===== src/rtl/bus_read_sequencer_pkg.sv =====
// Shared definitions for the bus read sequencer slice.
//   state_t      : sequencer states (IDLE, ENABLE, HOLD, GAP)
//   CNT_W        : settle counter width
//   MAX_SRC      : widest driver count supported by the enable decode
//   oe_onehot_n  : active-low one-hot enable vector for a driver index
package bus_read_sequencer_pkg;

  localparam int unsigned CNT_W   = 4;
  localparam int unsigned IDX_W   = 4;
  localparam int unsigned MAX_SRC = 16;

  typedef enum logic [1:0] {
    S_IDLE,
    S_ENABLE,
    S_HOLD,
    S_GAP
  } state_t;

  function automatic logic [MAX_SRC-1:0] oe_onehot_n(input logic [IDX_W-1:0] idx);
    logic [MAX_SRC-1:0] v;
    v      = '1;
    v[idx] = 1'b0;
    return v;
  endfunction

endpackage


===== src/rtl/bus_read_sequencer_oe_decode.sv =====
// Index to active-low one-hot output-enable converter.
//   en   : when low, every enable is deasserted (all ones)
//   sel  : driver index
//   oe_n : per-driver active-low enable, at most one bit low
module oe_decode
  import bus_read_sequencer_pkg::*;
#(
  parameter int unsigned NSRC  = 4,
  parameter int unsigned SEL_W = 2
) (
  input  logic             en,
  input  logic [SEL_W-1:0] sel,
  output logic [NSRC-1:0]  oe_n
);

  logic [MAX_SRC-1:0] full_n;

  always_comb begin
    full_n = oe_onehot_n(IDX_W'(sel));
    oe_n   = en ? full_n[NSRC-1:0] : '1;
  end

  // Decode bits above NSRC never reach a driver.
  generate
    if (NSRC < MAX_SRC) begin : g_hi
      logic unused_hi;
      assign unused_hi = &full_n[MAX_SRC-1:NSRC];
    end
  endgenerate

endmodule


===== src/rtl/bus_read_sequencer.sv =====
// Reader end of a shared tristate bus fed by NSRC registered drivers.
// A request selects one driver, enables it for SETTLE+1 cycles, captures
// the bus, releases it and offers the byte over a valid/ready handshake.
// A one-cycle GAP separates successive enables.
//   CLK, RESET_N : clock, asynchronous active-low reset
//   REQ, SRC_SEL : read request and driver index (sampled in IDLE only)
//   BUS_I        : shared bus value
//   OENB_N       : registered active-low driver enables
//   DATA_O/VALID/READY : captured byte handshake
//   BUSY         : sequencer not idle
//   ERR          : one-cycle pulse on an out-of-range request
module bus_read_sequencer
  import bus_read_sequencer_pkg::*;
#(
  parameter int unsigned NSRC   = 4,
  parameter int unsigned WIDTH  = 8,
  parameter int unsigned SETTLE = 1,
  parameter int unsigned SEL_W  = 2
) (
  input  logic             CLK,
  input  logic             RESET_N,
  input  logic             REQ,
  input  logic [SEL_W-1:0] SRC_SEL,
  input  logic [WIDTH-1:0] BUS_I,
  output logic [NSRC-1:0]  OENB_N,
  output logic [WIDTH-1:0] DATA_O,
  output logic             VALID,
  input  logic             READY,
  output logic             BUSY,
  output logic             ERR
);

  state_t             state_q, state_d;
  logic [CNT_W-1:0]   cnt_q, cnt_d;
  logic [NSRC-1:0]    oenb_q, oenb_d;
  logic [WIDTH-1:0]   data_q, data_d;
  logic               valid_q, valid_d;
  logic               err_q, err_d;
  logic               sel_ok;
  logic               accept;
  logic [NSRC-1:0]    dec_oe_n;

  assign sel_ok = (32'(SRC_SEL) < NSRC);
  assign accept = (state_q == S_IDLE) && REQ && sel_ok;

  oe_decode #(
    .NSRC  (NSRC),
    .SEL_W (SEL_W)
  ) u_oe_decode (
    .en   (accept),
    .sel  (SRC_SEL),
    .oe_n (dec_oe_n)
  );

  // Reset releases the bus asynchronously, so the enable register resets
  // to all ones alongside the state.
  always_ff @(posedge CLK or negedge RESET_N) begin
    if (!RESET_N) begin
      state_q <= S_IDLE;
      cnt_q   <= '0;
      oenb_q  <= '1;
      data_q  <= '0;
      valid_q <= 1'b0;
      err_q   <= 1'b0;
    end else begin
      state_q <= state_d;
      cnt_q   <= cnt_d;
      oenb_q  <= oenb_d;
      data_q  <= data_d;
      valid_q <= valid_d;
      err_q   <= err_d;
    end
  end

  always_comb begin
    state_d = state_q;
    cnt_d   = cnt_q;
    oenb_d  = oenb_q;
    data_d  = data_q;
    valid_d = valid_q;
    err_d   = 1'b0;
    case (state_q)
      S_IDLE: begin
        if (REQ) begin
          if (sel_ok) begin
            oenb_d  = dec_oe_n;
            cnt_d   = CNT_W'(SETTLE);
            state_d = S_ENABLE;
          end else begin
            err_d = 1'b1;
          end
        end
      end
      S_ENABLE: begin
        if (cnt_q != '0) begin
          cnt_d = cnt_q - CNT_W'(1);
        end else begin
          data_d  = BUS_I;
          oenb_d  = '1;
          valid_d = 1'b1;
          state_d = S_HOLD;
        end
      end
      S_HOLD: begin
        if (READY) begin
          valid_d = 1'b0;
          state_d = S_GAP;
        end
      end
      S_GAP: begin
        state_d = S_IDLE;
      end
      default: begin
        oenb_d  = '1;
        valid_d = 1'b0;
        state_d = S_IDLE;
      end
    endcase
  end

  assign OENB_N = oenb_q;
  assign DATA_O = data_q;
  assign VALID  = valid_q;
  assign ERR    = err_q;
  assign BUSY   = (state_q != S_IDLE);

endmodule


===== config.mk =====
export PLATFORM = sky130hd
export DESIGN_NAME = bus_read_sequencer
export DESIGN_NICKNAME = d
export VERILOG_FILES = /design/src/rtl/bus_read_sequencer_pkg.sv /design/src/rtl/bus_read_sequencer_oe_decode.sv /design/src/rtl/bus_read_sequencer.sv
export SDC_FILE = /design/constraint.sdc
export NUM_CORES = 1
export LEC_CHECK = 0
export ABC_AREA = 0
export CAP_MARGIN = 20
export CORE_UTILIZATION = 45
export CTS_CLUSTER_DIAMETER = 100
export CTS_CLUSTER_SIZE = 8
export DETAILED_ROUTE_END_ITERATION = 10
export PLACE_DENSITY = 0.88
export SLEW_MARGIN = 5
export SYNTH_ARGS = -nofsm -noshare
export SYNTH_HDL_FRONTEND = slang
export SYNTH_SLANG_ARGS = --single-unit

===== constraint.sdc =====
create_clock -name CLK -period 1.8 [get_ports CLK]
set_clock_uncertainty 0.05 [all_clocks]
set_input_delay 0.18 -clock CLK [delete_from_list [all_inputs] [get_ports CLK]]
set_output_delay 0.18 -clock CLK [all_outputs]
set_load 0.02 [all_outputs]

# After elaboration in Yosys (flattened, before gate mapping)

Index checks and enable logic that the tools add are counted.

Bits in registers: 19
Input port bits: 14
Output and inout port bits: 15
Logic and storage cells: 45

Add/sub/neg operators: 1
Magnitude comparators: 2
Eq/ne operators: 7
Multiplexer cells: 16
Bitwise logic cells: 2
Reduce and logical (&&, ||, !) cells: 12

Operators by type and width:

| kind                                                               | count |
|---|---|
| two-way mux 4 bit                                                  | 5 |
| case mux 4 bit (2 select lines)                                    | 2 |
| AND reduction 3 bit                                                | 4 |
| inequality test 2 bit (second input constant)                      | 4 |
| case mux 2 bit (4 select lines)                                    | 1 |
| two-way mux 2 bit                                                  | 3 |
| nonzero test 2 bit                                                 | 3 |
| less-than comparator 2 x 5 -> 1 bit (second input constant)        | 1 |
| equality test 2 bit (second input constant)                        | 2 |
| NOT 4 bit                                                          | 1 |
| nonzero test 4 bit                                                 | 1 |
| subtractor 4 x 1 -> 4 bit (second input constant)                  | 1 |
| two-way mux 1 bit                                                  | 3 |
| demux 1 bit (select 2 bit)                                         | 1 |
| equality test 2 x 1 -> 1 bit (second input constant)               | 1 |
| greater-or-equal comparator 2 x 1 -> 1 bit (second input constant) | 1 |
| logical AND 1 bit                                                  | 2 |
| logical NOT 2 bit                                                  | 1 |
| case mux 1 bit (2 select lines)                                    | 1 |
| AND reduction 2 bit                                                | 1 |
| NOT 1 bit                                                          | 1 |

# Longest topological paths before layout

Depth after elaboration: 8
Gate-level depth with buffers: 7
Depth with buffers taken out: 6

# By module

Synthesis repeated with hierarchy kept, for this count alone.

Cells, all modules: 89
Area total of the unflattened synthesis: 1029.7 µm²

By module, submodules not included:

| module             | instances | cells an instance | area an instance (µm²) | sequential area each (µm²) |
|---|---|---|---|---|
| bus_read_sequencer | 1         | 85                | 1001.0                 | 480.5 |
| oe_decode          | 1         | 4                 | 28.8                   | 0.0 |

# Worst setup path before layout

OpenSTA, ideal clock, no wires.

Path type: register to register
From: register cnt_q[0]
To: register state_q[1]
Library setup time: 0.125 ns
Data arrival time: 1.475 ns
Required time: 1.625 ns
Slack: 0.150 ns
Stages on the path, launching flop included: 7
Buffers on the path: 0
Clock period less this slack: 1.650 ns
Cells stage by stage: dfrtp_1 > inv_1 > ha_1 > nand2b_4 > o21a_1 > nor3_2 > mux2_2

Cells in the longest elaborated chain, start to end: 3

Ends and longest elaborated chain:

| what                                   | line                     | source |
|---|---|---|
| start, declared                        | bus_read_sequencer.sv:34 | `logic [CNT_W-1:0] cnt_q, cnt_d;` |
| start signal, assigned                 | bus_read_sequencer.sv:67 | `cnt_q <= cnt_d;` |
| nonzero test 4 bit                     | bus_read_sequencer.sv:95 | `if (cnt_q != '0) begin` |
| inequality test 2 bit (no source line) | n/a                      |  |
| AND reduction 3 bit (no source line)   | n/a                      |  |
| end signal, assigned                   | bus_read_sequencer.sv:66 | `state_q <= state_d;` |
| end, declared                          | bus_read_sequencer.sv:33 | `state_t state_q, state_d;` |

Every way passes these cells.
A chain may end at the register's enable or synchronous reset.

# Final worst setup path

From: register cnt_q[1]
To: register state_q[1]

The elaborated chain is that of the path after synthesis.

==> summary.txt <==
Setup path
  • Required time worst endpoint: approximately 1.9 ns
  • CP Capture Type: register
  • Launch point of the worst path: cnt_q[1]
  • Reg2reg start: cnt_q[1]
  • Setup crit start kind: register
  • Arr. time, crit path: 1.88 ns
  • CP Max Fanout: 5
  • Crit Path Class: register to register

Timing
  • Fin Hold WS: approximately 0.16 ns
  • Minimum clock period: 1.75 ns
  • Final period util: 97.2%
  • Final setup viols: 0
  • Final Slew Violations: 0
  • Fmax: roughly 570 MHz
  • Hold Vio Cnt, Final: 0
  • Fin worst setup slack: between 0.05 and 0.06 ns

Route
  • Drc violations: 0
  • DR WL/cell: approximately 14 µm
  • Via count: 795
  • Antenna-violating nets left: 0
  • First DRT Iteration DRCs: 15
  • TritonRoute pass-1 iters: 4
  • Routed WL: 2.02 mm
  • Vias/cell: 5.37

Yosys
  • Synth area leader: dfrtp_1
  • Main synth FF type: dfrtp_1
  • Yosys warnings: 0
  • Async S/R FF share, synth: 100%
  • #FFs+latches synth: 19
  • Synth cell types: 32
  • Mapped Nets: roughly 100
  • Post-synth top cells: dfrtp_1 (15), mux2_2 (9), inv_1 (6), nor2_1 (6), ha_1 (5)
  • Syn_area_per_cell: 11.4 µm²
  • Synth top area share: a little under 40%
  • Top-count cell post-synth: dfrtp_1
  • Top cells by area, synth: dfrtp_1 (39%), dfstp_2 (11%), mux2_2 (11%)
  • Mapped cell area: between 900 and 1000 µm²
  • Cell count after synthesis: between 80 and 90
  • Post-synth EDFFs: 0
  • Register area share after synthesis: 50.0%

CTS
  • Clk root buf: clkbuf_4
  • CTS buffer count: 3
  • Clock sink count: 19
  • Clock slew seen by the registers of the worst setup and hold paths: 0.11 ns
  • CTS tree: done
  • CTS max path bufs: 2
  • Htree depth: 1
  • Insertion delay to the later sink of the worst-skew pair: approximately 0.28 ns

Finish
  • Layout cells sized above 1: 25.6%
  • ANT cells: 0
  • Net count, final: 141
  • Area overhead of the layout relative to synthesis: 40.5%
  • Final Non-Filler Cells: about 150
  • # fillers: 140

Floorplanning
  • Initial Util: roughly 48%
  • Boundary pin count: 29
  • Die footprint: between 2000 and 2500 µm²
  • Core area: 1980 µm²
  • Height of the die: 48.2 µm
  • Row cnt: 16
  • Die width: between 40 and 50 µm

Place
  • GPL Wtd Cong: 0.906
  • Post-Place Worst Slack: -0.000380 ns
  • HPWL Detailed: 1.42 mm
  • Placed cells: 140
  • Input/output buffers: 27

Global routing
  • First-pass GRT wire length: approximately 3.1 mm
  • Initial antenna violation count: 0
  • Gr usage total: 19.0%
  • Grt total ovfl: 0
  • Vias in the first global route: just over 700
  • Largest net degree at the start of global routing: 20

Status
  • Status: finished, final reports clean

Pwr
  • PD cells: roughly 1800 nW/µm²
  • Design Power: roughly 2400 µW
  • Peak supply drop: approximately 1000 µV
  • Leak: between 0.0005 and 0.0006 µW

Run
  • Number of max-cap violations: 0

Min path
  • HP Class: input port to asynchronous set/reset pin
## worst max-delay path: stages, from the launching register on
cell      delay (ns)
dfrtp_1         0.43
inv_1           0.10
ha_2            0.22
nand2b_4        0.07
o21a_2          0.25
nor3_4          0.19
mux2_2          0.34
## cell type report
class                   instances  area, µm²  share of cell area (%)
clock buffers                   4       26.3                    1.95
inverters                       6       22.5                    1.67
multi-input cells              57        458                    33.9
flip-flops and latches         19        480                    35.6
well taps                      27       33.8                    2.50
repair buffers                 35        329                    24.4
## registers in the layout (all words and copies together) (netlist names)
name,cells
DATA_O,8
OENB_N,4
cnt_q,4
state_q,2
VALID,1
## stage by stage
stage	utilization (%)	cell area, µm²	TNS [ns]
after global placement	64.7	1280	0
final	68.1	1350	0
after global routing	68.1	1350	-0.0314
after CTS	66.0	1310	0
after floorplan	-	961	0
after detailed placement	64.7	1280	-0.000380
## metal layers
layer  routed length [µm]  vias to the layer above  global-route usage (%)  part of all wire (%)
li1                     -                      375                       -                     -
met1                  894                      387                    24.9                    44
met2                  967                       27                    28.8                    48
met3                  104                        6                    4.44                   5.2
met4                   51                        0                    11.1                   2.5
met5                    0                        -                       0                     0
## placed cells by master, fill, tap and decap left out, types with 4 or more instances in the layout
cell type,synthesis,layout
dfstp_2,4,4
clkdlybuf4s50_1,0,26
nor2_1,6,5
dfrtp_1,15,15
buf_4,1,8
inv_1,6,5
o21ai_0,4,4
mux2_2,9,9
ha_1,5,4
## kinds of logic after synthesis
group | Yosys count | share of synthesized area (%)
flops | 19 | 50.0
mux | 10 | 11.6
fa+ha+maj | 5 | 6.51
compound gates | 17 | 12.2
other cells | 1 | 0.390
simple gates | 24 | 15.6
buf+inv | 8 | 3.65
## timing repair
action / 4_1_cts / 5_1_grt
pin swaps: 1 / 2
setup buffers: 0 / 4
endpoints found under the hold margin: 0 / 0
gates resized for setup: 1 / 5
hold buffers: 0 / 0
setup endpoints to repair: 2 / 4
cloned: 0 / 0
## worst paths after layout
check                             end  slack, ns  depth (start not counted)
setup / recovery           state_q[1]       0.05                          6
hold / removal               cnt_q[2]       0.16                          2
setup reg to reg           state_q[1]       0.05                          6
hold reg to reg             OENB_N[2]       0.46                          1
max in group asynchronous   OENB_N[3]       1.29                          2
min in group CLK            DATA_O[3]       0.45                          2
## where the power goes
group	switching [µW]	internal, µW	total, µW
clock	125	85.9	210
combinational	674	747	1420
sequential	142	664	806
Note: power is estimated with default switching activity, not from simulation.
